===== src/rtl/mem_access_unit_pkg.sv =====
`default_nettype none
// ============================================================================
// Module  : mem_access_unit_pkg
// Purpose : Shared constants and types for the load/store alignment stage.
//           Holds the access-size encodings, the FSM state type, the data word
//           width and a misalignment helper.
// Ports   : none (package)
// Revision: 1.0 - initial release
// ============================================================================
package mem_access_unit_pkg;

  localparam int WORD_W = 32;

  localparam logic [1:0] SZ_BYTE = 2'b00;
  localparam logic [1:0] SZ_HALF = 2'b01;
  localparam logic [1:0] SZ_WORD = 2'b10;

  typedef enum logic [0:0] {
    ST_IDLE   = 1'b0,
    ST_RMW_WR = 1'b1
  } state_t;

  // Size 2'b11 is reserved and handled as a word, so it falls in the default.
  function automatic logic is_misaligned(input logic [1:0] size,
                                         input logic [1:0] addr_lo);
    case (size)
      SZ_BYTE: is_misaligned = 1'b0;
      SZ_HALF: is_misaligned = addr_lo[0];
      default: is_misaligned = (addr_lo != 2'b00);
    endcase
  endfunction

endpackage
`default_nettype wire


===== src/rtl/mem_access_unit_if.sv =====
`default_nettype none
// ============================================================================
// Module  : mem_access_unit_if
// Purpose : Core-side request/response bundle of the load/store alignment
//           stage.
// Ports   : req_valid, req_we, req_size, req_signed, req_addr, req_wdata
//           (core -> unit); stall, load_data, misalign (unit -> core).
//           modport master = core side, modport slave = alignment unit.
// Revision: 1.0 - initial release
// ============================================================================
interface mem_access_unit_if #(
  parameter int ADDR_WIDTH = 32
);
  logic                  req_valid;
  logic                  req_we;
  logic [1:0]            req_size;
  logic                  req_signed;
  logic [ADDR_WIDTH-1:0] req_addr;
  logic [31:0]           req_wdata;
  logic                  stall;
  logic [31:0]           load_data;
  logic                  misalign;

  modport master (
    output req_valid, req_we, req_size, req_signed, req_addr, req_wdata,
    input  stall, load_data, misalign
  );

  modport slave (
    input  req_valid, req_we, req_size, req_signed, req_addr, req_wdata,
    output stall, load_data, misalign
  );
endinterface
`default_nettype wire


===== src/rtl/mem_access_unit_lane_mux.sv =====
`default_nettype none
// ============================================================================
// Module  : mem_lane_mux
// Purpose : Combinational byte/halfword lane steering shared by the load and
//           store paths: extracts and extends a load lane, and merges store
//           data into a read word for read-modify-write.
// Ports   : size, sign_ext, lane (addr[1:0]), rdata, wdata -> load_word,
//           merged_word.
// Params  : BIG_ENDIAN - 0: byte 0 in [7:0]; 1: byte 0 in [31:24].
// Revision: 1.0 - initial release
// ============================================================================
module mem_lane_mux
  import mem_access_unit_pkg::*;
#(
  parameter int BIG_ENDIAN = 0
) (
  input  logic [1:0]        size,
  input  logic              sign_ext,
  input  logic [1:0]        lane,
  input  logic [WORD_W-1:0] rdata,
  input  logic [WORD_W-1:0] wdata,
  output logic [WORD_W-1:0] load_word,
  output logic [WORD_W-1:0] merged_word
);

  localparam logic BE = (BIG_ENDIAN != 0);

  logic [4:0]        shift;
  logic [WORD_W-1:0] lane_mask;
  logic [WORD_W-1:0] shifted;

  // Bit offset of the addressed lane. Big-endian mirrors the lane index,
  // which for a 2-bit (or 1-bit) index is simply its bitwise inverse.
  always_comb begin
    shift     = 5'd0;
    lane_mask = '1;
    case (size)
      SZ_BYTE: begin
        shift     = BE ? {~lane, 3'b000} : {lane, 3'b000};
        lane_mask = 32'h0000_00FF;
      end
      SZ_HALF: begin
        // addr[0] is deliberately ignored: halves are forced to alignment.
        shift     = BE ? {~lane[1], 4'b0000} : {lane[1], 4'b0000};
        lane_mask = 32'h0000_FFFF;
      end
      default: begin
        shift     = 5'd0;
        lane_mask = '1;
      end
    endcase
  end

  assign shifted = rdata >> shift;

  always_comb begin
    load_word = rdata;
    case (size)
      SZ_BYTE: load_word = {{24{sign_ext & shifted[7]}}, shifted[7:0]};
      SZ_HALF: load_word = {{16{sign_ext & shifted[15]}}, shifted[15:0]};
      default: load_word = rdata;
    endcase
  end

  // For word sizes the mask is all ones with zero shift, giving wdata.
  assign merged_word = (rdata & ~(lane_mask << shift)) |
                       ((wdata & lane_mask) << shift);

endmodule
`default_nettype wire


===== src/rtl/mem_access_unit.sv =====
`default_nettype none
// ============================================================================
// Module  : mem_access_unit
// Purpose : Load/store alignment stage in front of a word-only data memory.
//           Loads and word stores complete in one cycle; byte/half stores run
//           a two-cycle read-modify-write and stall the core for the read.
// Ports   : clk, rst_n (async, active-low)
//           core  : mem_access_unit_if.slave (req_*, stall, load_data,
//                   misalign)
//           dm_addr, dm_we, dm_wdata (out), dm_rdata (in) - DataMem side.
// Params  : ADDR_WIDTH (byte address width), BIG_ENDIAN (lane order).
// Config  : MEM_MISALIGN_TRAP_EN - when defined, misaligned requests raise
//           misalign and are suppressed; when undefined the low address bits
//           are forced to alignment and misalign is tied low.
// Revision: 1.0 - initial release
// ============================================================================
module mem_access_unit
  import mem_access_unit_pkg::*;
#(
  parameter int ADDR_WIDTH = 32,
  parameter int BIG_ENDIAN = 0
) (
  input  logic                  clk,
  input  logic                  rst_n,
  mem_access_unit_if.slave      core,
  output logic [ADDR_WIDTH-1:0] dm_addr,
  output logic                  dm_we,
  output logic [WORD_W-1:0]     dm_wdata,
  input  logic [WORD_W-1:0]     dm_rdata
);

  state_t                state;
  state_t                next_state;
  logic [ADDR_WIDTH-1:0] rmw_addr;
  logic [WORD_W-1:0]     rmw_word;

  logic [ADDR_WIDTH-1:0] word_addr;
  logic                  sub_word;
  logic                  bad_align;
  logic                  rmw_start;
  logic [WORD_W-1:0]     load_word;
  logic [WORD_W-1:0]     merged_word;

  assign word_addr = {core.req_addr[ADDR_WIDTH-1:2], 2'b00};
  assign sub_word  = (core.req_size == SZ_BYTE) || (core.req_size == SZ_HALF);

`ifdef MEM_MISALIGN_TRAP_EN
  assign bad_align = core.req_valid &&
                     is_misaligned(core.req_size, core.req_addr[1:0]);
`else
  assign bad_align = 1'b0;
`endif

  assign rmw_start = (state == ST_IDLE) && core.req_valid && core.req_we &&
                     sub_word && !bad_align;

  mem_lane_mux #(
    .BIG_ENDIAN (BIG_ENDIAN)
  ) u_lane_mux (
    .size        (core.req_size),
    .sign_ext    (core.req_signed),
    .lane        (core.req_addr[1:0]),
    .rdata       (dm_rdata),
    .wdata       (core.req_wdata),
    .load_word   (load_word),
    .merged_word (merged_word)
  );

  // The merged word is captured from the read issued during the stall
  // cycle; RMW_WR then writes it back without looking at req_* again.
  always_ff @(posedge clk or negedge rst_n) begin
    if (!rst_n) begin
      state    <= ST_IDLE;
      rmw_addr <= '0;
      rmw_word <= '0;
    end else begin
      state <= next_state;
      if (rmw_start) begin
        rmw_addr <= word_addr;
        rmw_word <= merged_word;
      end
    end
  end

  always_comb begin
    next_state     = state;
    dm_addr        = '0;
    dm_we          = 1'b0;
    dm_wdata       = '0;
    core.stall     = 1'b0;
    core.load_data = '0;
    core.misalign  = 1'b0;
    case (state)
      ST_IDLE: begin
        if (core.req_valid) begin
          dm_addr       = word_addr;
          core.misalign = bad_align;
          if (bad_align) begin
            // Trapped access: no write, no RMW, load returns zero.
            next_state = ST_IDLE;
          end else if (!core.req_we) begin
            core.load_data = load_word;
          end else if (sub_word) begin
            core.stall = 1'b1;
            next_state = ST_RMW_WR;
          end else begin
            dm_we    = 1'b1;
            dm_wdata = core.req_wdata;
          end
        end
      end
      ST_RMW_WR: begin
        dm_addr    = rmw_addr;
        dm_we      = 1'b1;
        dm_wdata   = rmw_word;
        next_state = ST_IDLE;
      end
      default: next_state = ST_IDLE;
    endcase
  end

endmodule
`default_nettype wire


===== src/flat_wrapper.sv =====
// flat-port wrapper written by rule: the top's interface ports become plain ports
module mem_access_unit_flat import mem_access_unit_pkg::*;
#(
  parameter int ADDR_WIDTH = 32,
  parameter int BIG_ENDIAN = 0
)
  (clk, rst_n, dm_addr, dm_we, dm_wdata, dm_rdata, core_req_valid, core_req_we, core_req_size, core_req_signed, core_req_addr, core_req_wdata, core_stall, core_load_data, core_misalign);
  mem_access_unit_if #(.ADDR_WIDTH(ADDR_WIDTH)) core_i ();
  input  logic clk;
  input  logic rst_n;
  output logic [ADDR_WIDTH-1:0] dm_addr;
  output logic dm_we;
  output logic [WORD_W-1:0] dm_wdata;
  input  logic [WORD_W-1:0] dm_rdata;
  input wire logic [$bits(core_i.req_valid)-1:0] core_req_valid;
  input wire logic [$bits(core_i.req_we)-1:0] core_req_we;
  input wire logic [$bits(core_i.req_size)-1:0] core_req_size;
  input wire logic [$bits(core_i.req_signed)-1:0] core_req_signed;
  input wire logic [$bits(core_i.req_addr)-1:0] core_req_addr;
  input wire logic [$bits(core_i.req_wdata)-1:0] core_req_wdata;
  output wire logic [$bits(core_i.stall)-1:0] core_stall;
  output wire logic [$bits(core_i.load_data)-1:0] core_load_data;
  output wire logic [$bits(core_i.misalign)-1:0] core_misalign;
  assign core_i.req_valid = core_req_valid;
  assign core_i.req_we = core_req_we;
  assign core_i.req_size = core_req_size;
  assign core_i.req_signed = core_req_signed;
  assign core_i.req_addr = core_req_addr;
  assign core_i.req_wdata = core_req_wdata;
  assign core_stall = core_i.stall;
  assign core_load_data = core_i.load_data;
  assign core_misalign = core_i.misalign;
  mem_access_unit #(.ADDR_WIDTH(ADDR_WIDTH), .BIG_ENDIAN(BIG_ENDIAN)) u_core (.clk(clk), .rst_n(rst_n), .core(core_i), .dm_addr(dm_addr), .dm_we(dm_we), .dm_wdata(dm_wdata), .dm_rdata(dm_rdata));
endmodule

===== config.mk =====
export PLATFORM = sky130hd
export DESIGN_NAME = mem_access_unit_flat
export DESIGN_NICKNAME = d
export VERILOG_FILES = /design/src/rtl/mem_access_unit_pkg.sv /design/src/rtl/mem_access_unit_if.sv /design/src/rtl/mem_access_unit_lane_mux.sv /design/src/rtl/mem_access_unit.sv /design/src/flat_wrapper.sv
export SDC_FILE = /design/constraint.sdc
export NUM_CORES = 1
export LEC_CHECK = 0
export ABC_AREA = 1
export CAP_MARGIN = 20
export CELL_PAD_IN_SITES_DETAIL_PLACEMENT = 1
export CELL_PAD_IN_SITES_GLOBAL_PLACEMENT = 1
export CORE_ASPECT_RATIO = 1.25
export CORE_MARGIN = 8
export CORE_UTILIZATION = 28
export CTS_CLUSTER_SIZE = 30
export DETAILED_ROUTE_END_ITERATION = 16
export PLACE_DENSITY = 0.79
export SYNTH_ARGS = -nofsm -noshare
export SYNTH_HDL_FRONTEND = slang
export SYNTH_SLANG_ARGS = --single-unit

===== constraint.sdc =====
create_clock -name clk -period 1.9 [get_ports clk]
set_input_delay 0.38 -clock clk [delete_from_list [all_inputs] [get_ports clk]]
set_output_delay 0.38 -clock clk [all_outputs]
set_load 0.03 [all_outputs]

# After elaboration in Yosys (flattened, before gate mapping)
# Index checks and enable logic that the tools add are counted.
[classes]
eq_ne = 1
n_bitwise = 7
mux = 21
shifts = 3
n_reduce_logical = 5
[ops]
columns = ["cell", "n"]
rows = [
  ["32-bit one-hot mux with 2 select lines", 4],
  ["32-bit two-way mux", 7],
  ["32-bit bitwise AND", 2],
  ["32-bit by 5-bit << shifter with 32-bit output", 2],
  ["32-bit NOT", 1],
  ["32-bit OR", 1],
  ["32-bit by 5-bit right shift with 16-bit output", 1],
  ["5-bit one-hot mux with 2 select lines", 1],
  ["1-bit two-way mux", 7],
  ["1-bit one-hot mux with 2 select lines", 2],
  ["1-bit logical AND", 3],
  ["1-bit bitwise AND", 2],
  ["2-bit by 1-bit == test with 1-bit output (second input constant)", 1],
  ["2-bit logical NOT", 1],
  ["1-bit logical OR", 1],
  ["1-bit NOT", 1],
]
[totals]
wordCells = 40
input_bits = 103
regBits = 63
output_inout_bits = 99

# Longest topological paths before layout
[logic_depth]
depth_word = 8
mapped_depth = 10
mapped_depth_nobuf = 9

# By module
# A second synthesis with hierarchy kept.
[hier_totals]
hier_cells = 850
hier_area_um2 = 5079.9
[modules_own_cells]
columns = ["module", "seq_area_each_um2", "area_each_um2", "cells_each", "instances"]
rows = [
  ["mem_access_unit", 1576.5, 3641.0, 550, 1],
  ["mem_lane_mux", 0.0, 1438.9, 300, 1],
]

# Worst setup path after synthesis
# Ideal clock, no wire load.
[synth_path]
path_type = "register -> output"
startpoint = "register u_core.state"
endpoint = "output core_load_data[16]"
path_slack_ns = -0.135
arrival_time_ns = 1.655
path_buffers = 2
path_stages_with_launch = 8
required_time_ns = 1.520
cell_sequence = "dfrtp_1 > buf_2 > clkinv_1 > nand2_1 > nor2_1 > clkbuf_1 > o21ai_0 > a21oi_1"
[synth_via]
elab_chain_cells = 1
[synth_lines]
columns = ["item", "line_no", "rtl"]
rows = [
  ["start: declaration", "mem_access_unit.sv:32", "state_t state;"],
  ["start signal: assignment", "mem_access_unit.sv:77", "state <= next_state;"],
  ["32-bit two-way mux", "mem_access_unit.sv:93", "case (state)"],
  ["end: declaration", "flat_wrapper.sv:22", "output wire logic [$bits(core_i.load_data)-1:0] core_load_data;"],
]
# Every way passes these cells.

# Final worst setup path
[layout_path]
startpoint = "register u_core.state"
endpoint = "output core_load_data[19]"
# The elaborated chain is that of the path after synthesis.

==> qor.csv <==
metric,value,unit
Synth area leaders,"dfrtp_1 (34%), nand2_1 (20%), o21ai_0 (14%)",
CTS tree,done,
worst vdd ir,0.462,mV
fin worst setup slack,-0.168,ns
largest net degree at the start of global routing,35,
asr flop ratio synth,100,%
Routed Wire Length,26.0,mm
total negative slack,-5.80,ns
final setup vio count,67,
drt pass-1 iters,4,
Leakage,0.00434,uW
clock-pin slew on the worst setup and hold paths,0.05,ns
"Hold Violations, Final",0,
total die area,0.0209,sq mm
Max Cap Viol,0,
startpoint types,register,
Die Height,160,um
PD cells,611,mW/mm^2
Detailed Place HPWL,18.0,mm
routed via count,6254,
number of buffers created by CTS,9,
Ys Warns,0,
most frequent cell after synthesis,nand2_1,
drc violations,0,
Synth Cell Area,0.00463,sq mm
clock sink count,63,
Post-layout nets,1127,
Hold WC Path Type,primary input to async pin,
Yosys top cell by area,dfrtp_1,
Routability Congestion,0.910,
die width,131,um
largest family of logic cells by synthesized area,simple AND/OR/NAND/NOR gates,
status,"finished, violations left",
CTS Buffer Depth,2,
violated checks,negative setup slack,
post-route insts no fill,1245,
GRT Residual Overflow,0,
Root Driver,clkbuf_16,
clock skew,0.00567,ns
Starting Density,28.6,%
Multi-input gate area,0.00314,sq mm
predominant post-synthesis flop cell,dfrtp_1,
clock latency on the worst-skew pair,0.33,ns
Crit Path Category,register to output port,
first-pass GRT wire length,39.0,mm
area share of and/or/nand/nor cells after synthesis,30.7,%
number of global-route vias before repair,6903,
GRT Overall Usage,24.0,%
Synth top area share,34.1,%
Area Growth Syn to Fin,97.6,%
Core ar.,0.0162,sq mm
"Arr. time, crit path",1.69,ns
H-tree depth,3,
layout cell share with drive strength beyond 1,36.2,%
DRT iter0 DRCs,287,
placed cells,1207,
"antenna viol nets, final",0,
syn_area_per_cell,6.24,sq um
Yosys reg bits,63,
FF-to-FF setup slack,0.13,ns
Post-synth EDFFs,0,
minimum clock period,2.07,ns
Sequential Area,0.00158,sq mm
"Slew Viols, Final",0,
Worst Path Required,1.52,ns
via/cell ratio,5.02,
Post-Synth XOR/XNOR Area,0,%
complex-gate fraction of the synthesized area,23.4,%
# IOs,202,
routed length per placed instance,20.9,um
fillers,1907,
"Max FO, Critical Path",5,
max frequency,484,MHz
unrepaired setup endpoints after global routing,yes,
Rows,52,
Post-synth top cells,"nand2_1 (247), o21ai_0 (125), a21oi_1 (65), inv_1 (65), dfrtp_1 (63)",
Final period util,109,%
multiplexer share of the synthesized area,0,%
Hold WS,0.383,ns
Worst Setup End Kind,output port,
Synth Instances,741,
synth unique cells,28,
initial antenna violation count,1,
Post-Synth Adder-Cell Area,0,%
IO buf count,198,
ant diodes,0,
post-synthesis sequential area ratio,34.1,%
[cells by family (layout without fill, tap and decap cells)]
group / count (synthesis) / count (layout)
AND/OR/NAND/NOR: 346 / 347
AO/OA/AOI/OAI: 207 / 207
buffers and inverters: 124 / 409
flip-flops: 63 / 63
other: 1 / 3
[metal layers]
metal	share of wire, %	global-route usage, %	wire, um	up-vias
li1	-	-	-	2950
met1	37	25.7	9640	3015
met4	4.0	11.0	1030	2
met2	52	42.0	13500	221
met5	0.031	0	8	-
met3	6.9	6.90	1780	66
[cell type report]
type | instances | area share [%]
Timing Repair Buffer | 323 | 39.3
Multi-Input combinational cell | 557 | 34.3
Sequential cell | 63 | 17.3
Inverter | 70 | 2.96
Tap cell | 216 | 2.96
Clock buffer | 12 | 2.70
Clock inverter | 4 | 0.493
[critical path: stages, from the launching register on]
cell      delay, ns
dfrtp_2        0.42
clkinv_4       0.06
nand2_4        0.05
nor2_4         0.20
buf_6          0.17
buf_6          0.11
o21ai_4        0.05
a21oi_2        0.13
buf_6          0.15
[per-stage QoR]
step	setup slack (ns)	total power (uW)	util (%)	instance area, sq um
finish	-0.168	5590	56.4	9140
global route	-0.241	5880	56.4	9140
CTS	-0.170	5480	53.2	8630
detailed placement	-0.658	3650	47.5	7690
global placement	-0.560	3590	47.5	7690
floorplan	-0.0665	2640	-	4710
[flip-flops by register name (all words and copies together) (netlist names)]
register         cells
u_core.rmw_addr     30
u_core.rmw_word     32
u_core.state         1
[power by group]
group	total, uW	internal, uW	switching, uW
logic	2190	990	1200
registers	1750	1600	156
clock network	1650	1050	601
[timing repair]
item / in CTS / in global routing
cloned: 8 / 3
endpoints found under the setup margin: 128 / 97
pin swaps: 16 / 28
hold buffers: 1 / 0
gates resized for setup: 150 / 117
hold endpoints to repair: 2 / 0
setup buffers: 7 / 7
[cell usage in the layout (no fill, tap or decap), types with 18 or more instances in the layout]
master,instances
o21ai_0,45
buf_4,119
a21oi_1,48
inv_1,60
nand2_1,220
buf_6,48
nor2_1,35
buf_12,44
o21ai_2,32
a21oi_2,19
dfrtp_1,62
o21ai_1,40
nand2_4,18
clkdlybuf4s50_1,82
nand3_1,39
[final timing paths]
check	startpoint	depth (start not counted)	endpoint
max	u_core.state$_DFF_PN0_	8	core_load_data[19]
min	rst_n	2	u_core.rmw_addr[7]$_DFFE_PN0P_
max reg2reg	u_core.state$_DFF_PN0_	7	u_core.rmw_word[8]$_DFFE_PN0P_
min reg2reg	u_core.rmw_addr[31]$_DFFE_PN0P_	2	u_core.rmw_addr[31]$_DFFE_PN0P_
max in group asynchronous	rst_n	3	u_core.state$_DFF_PN0_
min in group clk	u_core.rmw_addr[31]$_DFFE_PN0P_	2	u_core.rmw_addr[31]$_DFFE_PN0P_
(Power assumes the default switching activity.)
